[src/rtl/imm_extend_stage.sv]
// Pipelined immediate extender: widens an IN_W-bit immediate to OUT_W bits (zero/sign/upper/branch)
// behind a registered output stage with a 2-entry skid buffer and valid/ready handshakes.
module imm_extend_stage #(
    parameter int IN_W     = 6,
    parameter int OUT_W    = 32,
    parameter int TAG_W    = 4,
    parameter int BR_SHIFT = 1
) (
    input  logic             clk,
    input  logic             rst_n,
    input  logic             in_valid,
    output logic             in_ready,
    input  logic [IN_W-1:0]  in_imm,
    input  logic [1:0]       in_mode,
    input  logic [TAG_W-1:0] in_tag,
    output logic             out_valid,
    input  logic             out_ready,
    output logic [OUT_W-1:0] out_data,
    output logic [TAG_W-1:0] out_tag
);

    localparam int PAD_W = OUT_W - IN_W;

    localparam logic [1:0] MODE_ZERO   = 2'b00;
    localparam logic [1:0] MODE_SIGN   = 2'b01;
    localparam logic [1:0] MODE_UPPER  = 2'b10;
    localparam logic [1:0] MODE_BRANCH = 2'b11;

    function automatic logic [OUT_W-1:0] extend_imm(
        input logic [IN_W-1:0] imm,
        input logic [1:0]      mode
    );
        logic [OUT_W-1:0] sext;
        sext = {{PAD_W{imm[IN_W-1]}}, imm};
        case (mode)
            MODE_ZERO:   extend_imm = {{PAD_W{1'b0}}, imm};
            MODE_SIGN:   extend_imm = sext;
            MODE_UPPER:  extend_imm = {imm, {PAD_W{1'b0}}};
            MODE_BRANCH: extend_imm = sext << BR_SHIFT;
            default:     extend_imm = {OUT_W{1'b0}};
        endcase
    endfunction

    logic             o_valid_r;
    logic             s_valid_r;
    logic [OUT_W-1:0] o_data_r;
    logic [OUT_W-1:0] s_data_r;
    logic [TAG_W-1:0] o_tag_r;
    logic [TAG_W-1:0] s_tag_r;
    logic [OUT_W-1:0] ext_data_s;
    logic             accept_s;
    logic             deliver_s;

    // Extension happens once on the input side; stored results are never recomputed.
    always_comb begin
        ext_data_s = extend_imm(in_imm, in_mode);
    end

    // Ready depends only on skid occupancy, so out_ready never reaches in_ready combinationally.
    assign in_ready  = ~s_valid_r;
    assign accept_s  = in_valid & ~s_valid_r;
    assign deliver_s = o_valid_r & out_ready;

    assign out_valid = o_valid_r;
    assign out_data  = o_data_r;
    assign out_tag   = o_tag_r;

    // Output/skid register pair: EMPTY -> ONE -> FULL occupancy with strict FIFO order.
    always_ff @(posedge clk or negedge rst_n) begin
        if (!rst_n) begin
            o_valid_r <= 1'b0;
            s_valid_r <= 1'b0;
            o_data_r  <= {OUT_W{1'b0}};
            s_data_r  <= {OUT_W{1'b0}};
            o_tag_r   <= {TAG_W{1'b0}};
            s_tag_r   <= {TAG_W{1'b0}};
        end else begin
            if (s_valid_r) begin
                // FULL: nothing is accepted; a delivery promotes the skid entry.
                if (deliver_s) begin
                    o_data_r  <= s_data_r;
                    o_tag_r   <= s_tag_r;
                    s_valid_r <= 1'b0;
                end
            end else if (accept_s) begin
                if (!o_valid_r || deliver_s) begin
                    o_data_r  <= ext_data_s;
                    o_tag_r   <= in_tag;
                    o_valid_r <= 1'b1;
                end else begin
                    s_data_r  <= ext_data_s;
                    s_tag_r   <= in_tag;
                    s_valid_r <= 1'b1;
                end
            end else if (deliver_s) begin
                o_valid_r <= 1'b0;
            end
        end
    end

endmodule
[config.mk]
export PLATFORM = sky130hd
export DESIGN_NAME = imm_extend_stage
export DESIGN_NICKNAME = d
export VERILOG_FILES = /design/src/rtl/imm_extend_stage.sv
export SDC_FILE = /design/constraint.sdc
export NUM_CORES = 1
export LEC_CHECK = 0
export BUFFER_PORTS_ARGS = -buffer_cell sky130_fd_sc_hd__buf_4
export CAP_MARGIN = 20
export CELL_PAD_IN_SITES_DETAIL_PLACEMENT = 1
export CELL_PAD_IN_SITES_GLOBAL_PLACEMENT = 2
export CORE_UTILIZATION = 25
export DETAILED_ROUTE_END_ITERATION = 8
export PLACE_DENSITY_LB_ADDON = 0.1
export SLEW_MARGIN = 20
export SYNTH_ARGS = -nofsm -noshare
export SYNTH_HDL_FRONTEND = slang
export SYNTH_SLANG_ARGS = --single-unit
[constraint.sdc]
create_clock -name clk -period 1.33 [get_ports clk]
set_input_delay 0.1995 -clock clk [delete_from_list [all_inputs] [get_ports clk]]
set_output_delay 0.1995 -clock clk [all_outputs]
set_load 0.01 [all_outputs]
==> flow_metrics.env <==
export IMPL_nets=247
export IMPL_avgSynthCellArea_um2=10.65
export IMPL_ant_nets=0
export IMPL_dp_slack_ns=-0.09844
export IMPL_synth_distinct_cells=28
export IMPL_final_area_um2=2635
export IMPL_fin_setup_tns_ns=-0.5936
export IMPL_critPathArrivalTime_ns=1.56
export IMPL_critical_path_class="flop to flop"
export IMPL_grt_max_degree=37
export IMPL_utilization_pct=36.33
export IMPL_cp_start_kind="flop"
export IMPL_antenna_found_initial=0
export IMPL_ys_flop_type="dfrtp_1"
export IMPL_hp_class="input pin to flop"
export IMPL_violations="setup timing"
export IMPL_portBuffers=53
export IMPL_setup_viol=16
export IMPL_core_area_um2=7253
export IMPL_switching_share_pct=36.59
export IMPL_report_final_slew_viol_count=0
export IMPL_root_buffer="clkbuf_8"
export IMPL_dieArea_um2=7847
export IMPL_cp_slowest_stage_delay_ns=0.42
export IMPL_area_growth_pct=40.59
export IMPL_worst_path_buf_inv=1
export IMPL_cp_required_ns=1.49
export IMPL_grt_ovfl_total=0
export IMPL_finClkSkew_ns=0.007812
export IMPL_crit_path_cell_trace="buf_4 -> mux2_2 -> mux2_4"
export IMPL_p_int_mw=3.848
export IMPL_synth_common_cells="dfrtp_1 (36), nand2_1 (26), buf_4 (20)"
export IMPL_slowest_stage="dfrtp_2"
export IMPL_worstMarginPinSlew_ns=0.4881
export IMPL_synth_cells=176
export IMPL_place_hpwl_mm=3.884
export IMPL_synth_area_leader_cell="dfrtp_1"
export IMPL_hold_ws_ns=0.1291
export IMPL_cts_max_level=2
export IMPL_seq_power_share_pct=33.5
export IMPL_grt_pass1_vias=1612
export IMPL_die_x_um=88.59
export IMPL_clock_sinks=36
export IMPL_cts_made_buffers=5
export IMPL_synth_area_um2=1874
export IMPL_synth_top_cell_area_share_pct=48.06
export IMPL_synth_most_common_cell="dfrtp_1"
export IMPL_crit_fanout=13
export IMPL_hold_viol=0
export IMPL_gp_congestion=0.6948
export IMPL_fill_cells=829
export IMPL_switchingPower_mw=2.221
export IMPL_die_h_um=88.59
export IMPL_p_leak_nw=1.266
export IMPL_n_antenna_cell=0
export IMPL_fmax_mhz=715.0
export IMPL_clockBufferDepth=2
export IMPL_min_period_ns=1.399
export IMPL_power_clock_fraction_pct=11.6
export IMPL_rsz0062_at_grt="yes"
export IMPL_ys_async_sr_fraction_pct=100.0
export IMPL_vias_per_cell=4.681
export IMPL_wl_per_cell_um=16.80
export IMPL_end_kind="flop"
export IMPL_drt_initial_drc_count=57
export IMPL_start_util_pct=25.84
export IMPL_wl_mm=5.528
export IMPL_firstDrtPassIters=4
export IMPL_outcome="complete, but fails checks"
export IMPL_cap_violations=0
export IMPL_ys_ff_latch=36
export IMPL_peakVddDrop_mv=0.7229
export IMPL_synth_edf_count=0
export IMPL_drc=0
export IMPL_cp_top_family="multiplexers"
export IMPL_synth_area_top_cells="dfrtp_1 (48%), mux2_2 (10%), buf_4 (8.0%), nand2_1 (5.2%), o21ai_0 (2.9%)"
export IMPL_clk_pin_slew_ns=0.07
export IMPL_layout_drive_gt1_share_pct=52.17
export IMPL_pwr_share_comb_pct=54.9
export IMPL_period_share_pct=105.2
export IMPL_yosysSeqAreaShare_pct=48.06
export IMPL_fin_ws_ns=-0.06864
export IMPL_p_per_area_nw_per_um2=2303
export IMPL_syn_nets=192
export IMPL_floorplan_rows=31
export IMPL_pin_count=54
export IMPL_vias=1540
export IMPL_slew_headroom_pct=67.46
export IMPL_grt_total_usage_pct=14.85
export IMPL_clk_latency_ns=0.28
export IMPL_dpl_cell_area_um2=2352
export IMPL_yosysWarnings=0
export IMPL_cts_tree="done"
export IMPL_grt_pass1_wl_mm=8.707
[layout by cell type, fill, tap and decap left out, types with 2 or more instances in the layout]
cell type,count
dfrtp_1,33
mux2_2,6
o32ai_2,5
nor2b_1,6
a21oi_1,6
a21o_1,5
o21ai_0,8
nor2_2,2
a32o_1,5
nand2_1,26
a221oi_2,5
buf_4,65
and2_1,2
inv_1,6
a221o_1,5
buf_6,8
dfrtp_2,3
mux2_4,11
nand2b_1,2
o21ai_1,3
clkbuf_8,5
[per-layer routing]
layer | GRT usage, % | wire length (um) | up-vias
li1 | - | - | 715
met1 | 20.02 | 2544 | 783
met2 | 24.48 | 2730 | 38
met3 | 3.078 | 207 | 4
met4 | 3.519 | 46 | 0
met5 | 0 | 0 | -
[path summary, 6_finish.rpt]
check                           cells past startpoint           to  slack [ns]  startpoint
worst max-delay path                                3   out_tag[1]       -0.07   s_valid_r
worst min-delay path                                3   s_tag_r[1]        0.13   in_tag[1]
worst max register to register                      3   out_tag[1]       -0.07   s_valid_r
worst min register to register                      2   s_tag_r[0]        0.48  s_tag_r[0]
max in group asynchronous                           2    out_valid        0.53       rst_n
min in group asynchronous                           2  out_data[4]        0.43       rst_n
[what timing repair did]
action | 4_1_cts | 5_1_grt
hold endpoints to repair | 36 | 0
endpoints found under the setup margin | 43 | 30
setup buffers | 2 | 0
hold buffers | 1 | 0
gates cloned | 0 | 2
resized for setup | 21 | 24
pin swaps | 0 | 2
[worst register-to-register path: cells and delay by family, from the launching register on]
family / cells / cell delay, ns
buffers and inverters: 1 / 0.24
flip-flops: 1 / 0.42
multiplexers: 2 / 0.63
[cells by family (layout without fill, tap and decap cells)]
| family | after synthesis | after routing | share of synthesized area [%] |
|---|---|---|---|
| AOI/OAI and AO/OA | 42 | 42 | 16.56 |
| buffers and inverters | 34 | 88 | 11.48 |
| DFF | 36 | 36 | 48.06 |
| muxes | 17 | 17 | 10.21 |
| and+or+nand+nor | 47 | 47 | 13.69 |
[cell type report]
class	count	area (um2)	area share, %
Sequential cell	36	904.6	34.33
Multi-Input combinational cell	106	897.1	34.05
Timing Repair Buffer	75	608.1	23.08
Tap cell	99	123.9	4.701
Clock buffer	6	72.57	2.754
Inverter	7	28.78	1.092
[through the flow]
| step | instances | power, mW |
|---|---|---|
| 2_1_floorplan | 176 | 3.678 |
| 3_3_place_gp | 318 | 4.729 |
| 3_5_place_dp | 318 | 4.837 |
| 4_1_cts | 327 | 5.870 |
| 5_1_grt | 329 | 6.525 |
| 6_report | 329 | 6.068 |
[sequential cells by signal (all words and copies together), names as in the netlist]
name / cells
s_valid_r: 1
s_tag_r: 4
s_data_r: 13
out_valid: 1
out_tag: 4
out_data: 13
[power groups by stage]
stage          Combinational (mW)  Clock, mW  Sequential, mW
2_1_floorplan                1.64          0            2.03
3_3_place_gp                 2.75          0            1.98
3_5_place_dp                 2.83          0            2.01
4_1_cts                      3.10      0.743            2.02
5_1_grt                      3.62      0.789            2.12
6_report                     3.33      0.705            2.03
(Power assumes the default switching activity.)
